<file path="src/rtl/pipeline_hazard_ctrl_if.sv">
// Hazard-controller bus. The pipeline side (master) reports operand, LSU and
// branch status and receives per-stage controls and perf counters. The
// controller side (slave) does the reverse.
interface pipeline_hazard_ctrl_if #(
  parameter int CNT_W = 32
) ();
  logic             rs1_used_ID;
  logic             rs2_used_ID;
  logic             rs1_pending_ID;
  logic             rs2_pending_ID;
  logic             rs1_data_forwarded;
  logic             rs2_data_forwarded;
  logic             branch_taken_EX;
  logic             lsu_req_MEMEX;
  logic             lsu_ready;
  logic             perf_clear;
  logic             stall_IF;
  logic             stall_ID;
  logic             stall_EX;
  logic             stall_MEMPREP;
  logic             stall_MEMEX;
  logic             bubble_EX;
  logic             bubble_WB;
  logic             flush_IF;
  logic             flush_ID;
  logic             mem_fault;
  logic [CNT_W-1:0] hazard_stall_cnt;
  logic [CNT_W-1:0] mem_stall_cnt;

  modport master (
    output rs1_used_ID, rs2_used_ID, rs1_pending_ID, rs2_pending_ID,
           rs1_data_forwarded, rs2_data_forwarded, branch_taken_EX,
           lsu_req_MEMEX, lsu_ready, perf_clear,
    input  stall_IF, stall_ID, stall_EX, stall_MEMPREP, stall_MEMEX,
           bubble_EX, bubble_WB, flush_IF, flush_ID, mem_fault,
           hazard_stall_cnt, mem_stall_cnt
  );

  modport slave (
    input  rs1_used_ID, rs2_used_ID, rs1_pending_ID, rs2_pending_ID,
           rs1_data_forwarded, rs2_data_forwarded, branch_taken_EX,
           lsu_req_MEMEX, lsu_ready, perf_clear,
    output stall_IF, stall_ID, stall_EX, stall_MEMPREP, stall_MEMEX,
           bubble_EX, bubble_WB, flush_IF, flush_ID, mem_fault,
           hazard_stall_cnt, mem_stall_cnt
  );
endinterface

</file>
<file path="src/rtl/pipeline_hazard_ctrl.sv">
// Stall/flush sequencer for the 6-stage RV32E pipeline (IF ID EX MEMPREP MEMEX WB).
// Per-cycle priority: LSU fault > LSU wait > branch redirect > data hazard.
// A taken branch seen while the LSU stalls everything is remembered and
// replayed as a one-cycle redirect after the LSU releases.
module pipeline_hazard_ctrl #(
  parameter int MAX_MEM_WAIT = 255,
  parameter int CNT_W        = 32
) (
  input  logic                  clk,
  input  logic                  rst,
  pipeline_hazard_ctrl_if.slave bus
);

  localparam int WAIT_W = $clog2(MAX_MEM_WAIT + 1);

  typedef enum logic [1:0] {RUN, MEM_WAIT, REDIRECT_PEND, FAULT} state_e;

  state_e              state_q, state_d;
  logic [WAIT_W-1:0]   wait_cnt_q, wait_cnt_d, wait_nxt;
  logic                redir_q, redir_d;
  logic                fault_q, fault_d;
  logic [CNT_W-1:0]    haz_cnt_q, haz_cnt_d;
  logic [CNT_W-1:0]    mem_cnt_q, mem_cnt_d;

  logic data_hazard, mem_wait;
  logic haz_stall, mem_stall;
  logic stall_front, stall_back, bubble_ex, bubble_wb, flush_front;

  // Counters stick at all-ones instead of wrapping.
  function automatic logic [CNT_W-1:0] sat_inc(input logic [CNT_W-1:0] v);
    if (&v) return v;
    return v + CNT_W'(1);
  endfunction

  assign data_hazard = (bus.rs1_used_ID & bus.rs1_pending_ID & ~bus.rs1_data_forwarded) |
                       (bus.rs2_used_ID & bus.rs2_pending_ID & ~bus.rs2_data_forwarded);
  assign mem_wait    = bus.lsu_req_MEMEX & ~bus.lsu_ready;
  assign wait_nxt    = wait_cnt_q + WAIT_W'(1);

  // Next-state and per-stage controls, highest-priority condition first.
  always_comb begin
    state_d     = state_q;
    wait_cnt_d  = wait_cnt_q;
    redir_d     = redir_q;
    fault_d     = fault_q;
    stall_front = 1'b0;
    stall_back  = 1'b0;
    bubble_ex   = 1'b0;
    bubble_wb   = 1'b0;
    flush_front = 1'b0;
    haz_stall   = 1'b0;
    mem_stall   = 1'b0;
    case (state_q)
      FAULT: begin
        stall_front = 1'b1;
        stall_back  = 1'b1;
        bubble_wb   = 1'b1;
      end
      default: begin
        if (mem_wait) begin
          // Freeze IF..MEMEX; a redirect already pending is deferred too.
          stall_front = 1'b1;
          stall_back  = 1'b1;
          bubble_wb   = 1'b1;
          mem_stall   = 1'b1;
          wait_cnt_d  = wait_nxt;
          redir_d     = redir_q | bus.branch_taken_EX | (state_q == REDIRECT_PEND);
          if (wait_nxt == WAIT_W'(MAX_MEM_WAIT)) begin
            state_d = FAULT;
            fault_d = 1'b1;
          end else begin
            state_d = MEM_WAIT;
          end
        end else if (state_q == MEM_WAIT) begin
          // Release cycle: everything advances, remembered branch replays next.
          wait_cnt_d = '0;
          redir_d    = 1'b0;
          state_d    = (redir_q | bus.branch_taken_EX) ? REDIRECT_PEND : RUN;
        end else if (state_q == REDIRECT_PEND) begin
          flush_front = 1'b1;
          bubble_ex   = 1'b1;
          state_d     = RUN;
        end else if (bus.branch_taken_EX) begin
          flush_front = 1'b1;
          bubble_ex   = 1'b1;
        end else if (data_hazard) begin
          stall_front = 1'b1;
          bubble_ex   = 1'b1;
          haz_stall   = 1'b1;
        end
      end
    endcase
  end

  // Perf counters: clear beats increment.
  always_comb begin
    haz_cnt_d = haz_cnt_q;
    mem_cnt_d = mem_cnt_q;
    if (bus.perf_clear) begin
      haz_cnt_d = '0;
      mem_cnt_d = '0;
    end else begin
      if (haz_stall) haz_cnt_d = sat_inc(haz_cnt_q);
      if (mem_stall) mem_cnt_d = sat_inc(mem_cnt_q);
    end
  end

  // State, watchdog and counter registers.
  always_ff @(posedge clk) begin
    if (rst) begin
      state_q    <= RUN;
      wait_cnt_q <= '0;
      redir_q    <= 1'b0;
      fault_q    <= 1'b0;
      haz_cnt_q  <= '0;
      mem_cnt_q  <= '0;
    end else begin
      state_q    <= state_d;
      wait_cnt_q <= wait_cnt_d;
      redir_q    <= redir_d;
      fault_q    <= fault_d;
      haz_cnt_q  <= haz_cnt_d;
      mem_cnt_q  <= mem_cnt_d;
    end
  end

  // Every output reads zero while reset is asserted.
  assign bus.stall_IF         = stall_front & ~rst;
  assign bus.stall_ID         = stall_front & ~rst;
  assign bus.stall_EX         = stall_back  & ~rst;
  assign bus.stall_MEMPREP    = stall_back  & ~rst;
  assign bus.stall_MEMEX      = stall_back  & ~rst;
  assign bus.bubble_EX        = bubble_ex   & ~rst;
  assign bus.bubble_WB        = bubble_wb   & ~rst;
  assign bus.flush_IF         = flush_front & ~rst;
  assign bus.flush_ID         = flush_front & ~rst;
  assign bus.mem_fault        = fault_q     & ~rst;
  assign bus.hazard_stall_cnt = rst ? '0 : haz_cnt_q;
  assign bus.mem_stall_cnt    = rst ? '0 : mem_cnt_q;

endmodule

</file>
<file path="src/flat_wrapper.sv">
// flat-port wrapper written by rule: the top's interface ports become plain ports
module pipeline_hazard_ctrl_flat 
#(
  parameter int MAX_MEM_WAIT = 255,
  parameter int CNT_W        = 32
)
  (clk, rst, bus_rs1_used_ID, bus_rs2_used_ID, bus_rs1_pending_ID, bus_rs2_pending_ID, bus_rs1_data_forwarded, bus_rs2_data_forwarded, bus_branch_taken_EX, bus_lsu_req_MEMEX, bus_lsu_ready, bus_perf_clear, bus_stall_IF, bus_stall_ID, bus_stall_EX, bus_stall_MEMPREP, bus_stall_MEMEX, bus_bubble_EX, bus_bubble_WB, bus_flush_IF, bus_flush_ID, bus_mem_fault, bus_hazard_stall_cnt, bus_mem_stall_cnt);
  pipeline_hazard_ctrl_if #(.CNT_W(CNT_W)) bus_i ();
  input  logic clk;
  input  logic rst;
  input wire logic [$bits(bus_i.rs1_used_ID)-1:0] bus_rs1_used_ID;
  input wire logic [$bits(bus_i.rs2_used_ID)-1:0] bus_rs2_used_ID;
  input wire logic [$bits(bus_i.rs1_pending_ID)-1:0] bus_rs1_pending_ID;
  input wire logic [$bits(bus_i.rs2_pending_ID)-1:0] bus_rs2_pending_ID;
  input wire logic [$bits(bus_i.rs1_data_forwarded)-1:0] bus_rs1_data_forwarded;
  input wire logic [$bits(bus_i.rs2_data_forwarded)-1:0] bus_rs2_data_forwarded;
  input wire logic [$bits(bus_i.branch_taken_EX)-1:0] bus_branch_taken_EX;
  input wire logic [$bits(bus_i.lsu_req_MEMEX)-1:0] bus_lsu_req_MEMEX;
  input wire logic [$bits(bus_i.lsu_ready)-1:0] bus_lsu_ready;
  input wire logic [$bits(bus_i.perf_clear)-1:0] bus_perf_clear;
  output wire logic [$bits(bus_i.stall_IF)-1:0] bus_stall_IF;
  output wire logic [$bits(bus_i.stall_ID)-1:0] bus_stall_ID;
  output wire logic [$bits(bus_i.stall_EX)-1:0] bus_stall_EX;
  output wire logic [$bits(bus_i.stall_MEMPREP)-1:0] bus_stall_MEMPREP;
  output wire logic [$bits(bus_i.stall_MEMEX)-1:0] bus_stall_MEMEX;
  output wire logic [$bits(bus_i.bubble_EX)-1:0] bus_bubble_EX;
  output wire logic [$bits(bus_i.bubble_WB)-1:0] bus_bubble_WB;
  output wire logic [$bits(bus_i.flush_IF)-1:0] bus_flush_IF;
  output wire logic [$bits(bus_i.flush_ID)-1:0] bus_flush_ID;
  output wire logic [$bits(bus_i.mem_fault)-1:0] bus_mem_fault;
  output wire logic [$bits(bus_i.hazard_stall_cnt)-1:0] bus_hazard_stall_cnt;
  output wire logic [$bits(bus_i.mem_stall_cnt)-1:0] bus_mem_stall_cnt;
  assign bus_i.rs1_used_ID = bus_rs1_used_ID;
  assign bus_i.rs2_used_ID = bus_rs2_used_ID;
  assign bus_i.rs1_pending_ID = bus_rs1_pending_ID;
  assign bus_i.rs2_pending_ID = bus_rs2_pending_ID;
  assign bus_i.rs1_data_forwarded = bus_rs1_data_forwarded;
  assign bus_i.rs2_data_forwarded = bus_rs2_data_forwarded;
  assign bus_i.branch_taken_EX = bus_branch_taken_EX;
  assign bus_i.lsu_req_MEMEX = bus_lsu_req_MEMEX;
  assign bus_i.lsu_ready = bus_lsu_ready;
  assign bus_i.perf_clear = bus_perf_clear;
  assign bus_stall_IF = bus_i.stall_IF;
  assign bus_stall_ID = bus_i.stall_ID;
  assign bus_stall_EX = bus_i.stall_EX;
  assign bus_stall_MEMPREP = bus_i.stall_MEMPREP;
  assign bus_stall_MEMEX = bus_i.stall_MEMEX;
  assign bus_bubble_EX = bus_i.bubble_EX;
  assign bus_bubble_WB = bus_i.bubble_WB;
  assign bus_flush_IF = bus_i.flush_IF;
  assign bus_flush_ID = bus_i.flush_ID;
  assign bus_mem_fault = bus_i.mem_fault;
  assign bus_hazard_stall_cnt = bus_i.hazard_stall_cnt;
  assign bus_mem_stall_cnt = bus_i.mem_stall_cnt;
  pipeline_hazard_ctrl #(.MAX_MEM_WAIT(MAX_MEM_WAIT), .CNT_W(CNT_W)) u_core (.clk(clk), .rst(rst), .bus(bus_i));
endmodule
</file>
<file path="config.mk">
export PLATFORM = sky130hd
export DESIGN_NAME = pipeline_hazard_ctrl_flat
export DESIGN_NICKNAME = d
export VERILOG_FILES = /design/src/rtl/pipeline_hazard_ctrl_if.sv /design/src/rtl/pipeline_hazard_ctrl.sv /design/src/flat_wrapper.sv
export SDC_FILE = /design/constraint.sdc
export NUM_CORES = 1
export LEC_CHECK = 0
export CAP_MARGIN = 20
export CELL_PAD_IN_SITES_DETAIL_PLACEMENT = 0
export CELL_PAD_IN_SITES_GLOBAL_PLACEMENT = 1
export CORE_AREA = 2 2 113 115
export DETAILED_ROUTE_END_ITERATION = 6
export DIE_AREA = 0 0 115 117
export GPL_TIMING_DRIVEN = 0
export PLACE_DENSITY_LB_ADDON = 0.1
export SLEW_MARGIN = 20
export SYNTH_ARGS = -nofsm -noshare
export SYNTH_HDL_FRONTEND = slang
export SYNTH_SLANG_ARGS = --single-unit
</file>
<file path="constraint.sdc">
create_clock -name clk -period 3.4 [get_ports clk]
set_input_delay 1.02 -clock clk [delete_from_list [all_inputs] [get_ports clk]]
set_output_delay 1.02 -clock clk [all_outputs]
set_load 0.02 [all_outputs]
</file>
== Word-level counts from Yosys, hierarchy flattened ==
Index checks and enable logic that the tools add are counted.
Operators by class
  equal/unequal tests: 6
  multiplexer cells: 40
  bitwise gates (word level): 18
  reductions and logical operators: 10
  $add $sub $neg: 3
Operator list (count)
  $mux 32: 4
  $add 32x1->32 const B: 2
  $reduce_and 32->1: 2
  $mux 1: 29
  $mux 8: 2
  $and 1x1->1: 10
  $mux 2: 5
  $add 8x1->8 const B: 1
  $eq 8x8->1 const B: 1
  $reduce_and 2->1: 4
  $not 1->1: 5
  $eq 2x2->1 const B: 2
  $ne 2x2->1 const B: 2
  $or 1x1->1: 3
  $reduce_and 3->1: 1
  $reduce_bool 3->1: 1
  $eq 2x1->1 const B: 1
  $reduce_bool 2->1: 1
  $reduce_or 2->1: 1
Word-level totals
  output and inout bits: 74
  logic and storage cells: 83
  register bits: 76
  input bits: 12

== Depth between registers and ports, before layout ==
  word-level depth: 13
  mapped depth: 8
  gate-level depth less buffers: 7

== Worst setup path after synthesis ==
No wires, ideal clock.
  path kind: input to output
  start: input rst
  end: output bus_flush_IF
  stages: 5
  path buffers: 3
  arrival: 2.564 ns
  required time: 2.380 ns
  path slack: -0.184 ns
  path through: clkbuf_1 -> clkbuf_1 -> nor2_1 -> nor4b_1 -> buf_4
On the way
  word-level cells in the longest chain between the ends: 2
RTL lines
  from (decl): line flat_wrapper.sv:10  | input logic rst;
  $not 1->1
  $and 1x1->1
  to (decl): line flat_wrapper.sv:28  | output wire logic [$bits(bus_i.flush_IF)-1:0] bus_flush_IF;
Every way passes these cells.

== Worst setup path after layout ==
  start: input rst
  end: output bus_mem_stall_cnt[31]
On the way
  word-level cells in the longest chain between the ends: 1
RTL lines
  $mux 32: line pipeline_hazard_ctrl.sv:139  | assign bus.mem_stall_cnt = rst ? '0 : mem_cnt_q;
  to (decl): line flat_wrapper.sv:32  | output wire logic [$bits(bus_i.mem_stall_cnt)-1:0] bus_mem_stall_cnt;
Every way passes these cells.

==> flow_summary.ini <==
[outcome]
status = finished, final reports clean

[power_and_ir_drop]
swShare = 0.244
cellLeakagePower_nw = 2.13
pwr-share-clk = 0.458
p_int_mw = 1.45
p_sw_uw = 468
power.density_mw_per_mm2 = 328
ir_drop_uv = 213
power_frac_seq = 0.469
power_mw = 1.92
combPwrFrac = 0.073

[global_route]
grt_overflow = 0
antenna_found_initial = 0
grtUsageTotal = 0.209
grt_max_degree = 12
grt_first_pass_wirelength_um = 22400
grt_pass1_vias = 4361

[floorplanning]
rows = 41
fp.coreArea_sq_mm = 0.0123
die_h_um = 117
die_w_um = 115
dieArea_sq_mm = 0.0135
pin_count = 86
initial_core_util = 0.370

[synthesis]
synth_area_sq_mm = 0.00456
synth_top_cell_area_share = 0.334
synth-simple-area-share = 0.395
yosys-mux-area-fraction = 0.0157
ys_warn_count = 0
synth_fa_ha_area_frac = 0.0192
synth-xor-area-share = 0.0115
synth_flop_cell = dfxtp_1
netlist_instances = 586
synth_top_family_by_area = simple AND/OR/NAND/NOR gates
syn-mean-instance-area_sq_um = 7.77
yosys-top-cells-area = dfxtp_1 33%, nor2b_1 8.5%, a21oi_1 5.6%
synth_commonest_cells = 76 x dfxtp_1, 62 x nor2b_1, 56 x nand2_1
ys_seq_area_frac = 0.334
synth-edff-count = 0
synth.distinct_cells = 54
ys_ff_latch = 76
synth-compound-area-share = 0.183
yosysMostFrequentCell = dfxtp_1
synthArstFlopShare = 0
yosysTopAreaCell = dfxtp_1
syn_nets = 605

[worst_setup_path]
required_ps = 2380
crit_buf_inv = 3
path_max_fanout = 10
cp-start-kind = input port
critPathKind = input port to primary output
worstPathCellList = clkbuf_2 > clkbuf_4 > nor2b_1 > clkdlybuf4s50_1
arrival_ps = 2280
cp-end-kind = primary output
slowest_stage = clkdlybuf4s50_1
cpPeakStageDelay_ps = 640
critPathTopFamily = buffers and inverters

[drt]
wl_per_cell_um = 16.2
ant_nets = 0
drc = 0
drt_iter0_markers = 247
drt_wl_total_um = 13600
vias = 4700
dr.pass1.iters = 4
avgViaCountPerCell = 5.62

[timing]
finalMaxSlewViolations = 0
setup_viol = 0
finClkSkew_ps = 7.30
relSlewSlack = 0.289
period_share = 0.970
tightest_slew_ps = 1040
layout_min_cycle_time_ps = 3300
holdWs_ps = 462
max_clock_freq_mhz = 303
rsz0062_at_grt = false
hold_viol_final = 0

[clock_tree]
clockBufferDepth = 2
hold_buffers = 0
cts_tree = done
clk_pin_slew_ps = 50
cts_sinks = 76
clock-root-buffer = clkbuf_16
clkLatencyLatePin_ps = 350
cts_buffers = 9
htreeDepth = 3

[finish]
nets = 703
ff_latch_area_sq_mm = 0.00152
n_antenna_cell = 0
multiInputGateArea_sq_mm = 0.00289
area_delta_synth_final_pct = 28.2
design_area_sq_mm = 0.00584
drive_above_1_share = 0.0917
fill_cells = 1288
fin_cells = 837

[job]
cap_violations = 0

[placed_design]
dpl.hpwl_um = 9730
gp_congestion = 0.814
dp.cells = 820
port-buffer-count = 84
postPlaceCellArea_sq_mm = 0.00559

[hold_path]
hp-class = register to register
[worst paths after layout]
kind | from | endpoint | slack [ps] | depth (start not counted)
max | rst | bus_mem_stall_cnt[31] | 100 | 4
min | u_core.fault_q$_SDFFE_PP0P_ | u_core.fault_q$_SDFFE_PP0P_ | 460 | 2
max reg2reg | u_core.state_q[0]$_SDFFE_PP0P_ | u_core.haz_cnt_q[18]$_SDFFE_PP0P_ | 320 | 7
min reg2reg | u_core.fault_q$_SDFFE_PP0P_ | u_core.fault_q$_SDFFE_PP0P_ | 460 | 2
[cell usage in the layout, fill, tap and decap left out, types with 27 or more instances in the layout]
cell type	n
o21ai_0	31
nand2_1	56
nor2_1	34
clkdlybuf4s50_1	27
nor2b_1	61
or3_1	32
dlygate4sd2_1	48
nand3_1	30
a21oi_1	50
dfxtp_1	76
[per-layer routing]
| layer | share of wire | global-route usage | routed length, um |
|---|---|---|---|
| met5 | 0 | 0 | 0 |
| met4 | 0.017 | 0.0739 | 231 |
| met3 | 0.048 | 0.0345 | 653 |
| met2 | 0.44 | 0.326 | 5980 |
| met1 | 0.49 | 0.294 | 6720 |
[area by class of cell]
class | count | area share
well taps | 150 | 0.0321
clock inverters | 3 | 0.00257
clock buffers | 11 | 0.0416
flip-flops and latches | 76 | 0.260
plain buffers | 34 | 0.0323
multi-input cells | 468 | 0.494
inverters | 8 | 0.00514
repair buffers | 87 | 0.132
[stage by stage]
step / setup WS (ps) / util / TNS, ps
CTS: 16.9 / 0.474 / 0
detailed placement: -1150 / 0.454 / -43050
finish: 103 / 0.474 / 0
floorplan: 6.45 / - / 0
global route: 3.20 / 0.474 / 0
global placement: -1090 / 0.454 / -41860
[worst reg2reg max path: cells and delay by family, from the launching register on]
| family | cells | cell delay, ps |
|---|---|---|
| fa+ha+maj | 1 | 240 |
| simple gates | 2 | 800 |
| compound gates | 3 | 1420 |
| flops | 1 | 460 |
| buf+inv | 1 | 100 |
[timing repair]
item / 4_1_cts / 5_1_grt
resized for setup: 103 / 4
setup endpoints to repair: 72 / 4
pin swaps: 0 / 1
buffers inserted: 1 / 2
[power groups by stage]
stage | clock network [mW] | registers [mW] | logic [mW]
after detailed placement | 0 | 0.918 | 0.136
after floorplan | 0 | 0.917 | 0.0802
after global routing | 0.940 | 0.899 | 0.154
after global placement | 0 | 0.918 | 0.135
final | 0.876 | 0.899 | 0.140
after CTS | 0.895 | 0.899 | 0.141
[sequential cells by signal (all words and copies together), names as in the netlist]
signal	count
u_core.redir_q	1
u_core.fault_q	1
u_core.state_q	2
u_core.mem_cnt_q	32
u_core.wait_cnt_q	8
u_core.haz_cnt_q	32
[kinds of logic after synthesis]
kind of cell / Yosys count
xor gates and xnor gates: 6
and+or+nand+nor: 317
muxes: 7
adders and majority gates: 7
DFF: 76
buffers and inverters: 42
AOI/OAI and AO/OA: 131
No activity file was read; power rests on OpenSTA's default activity.
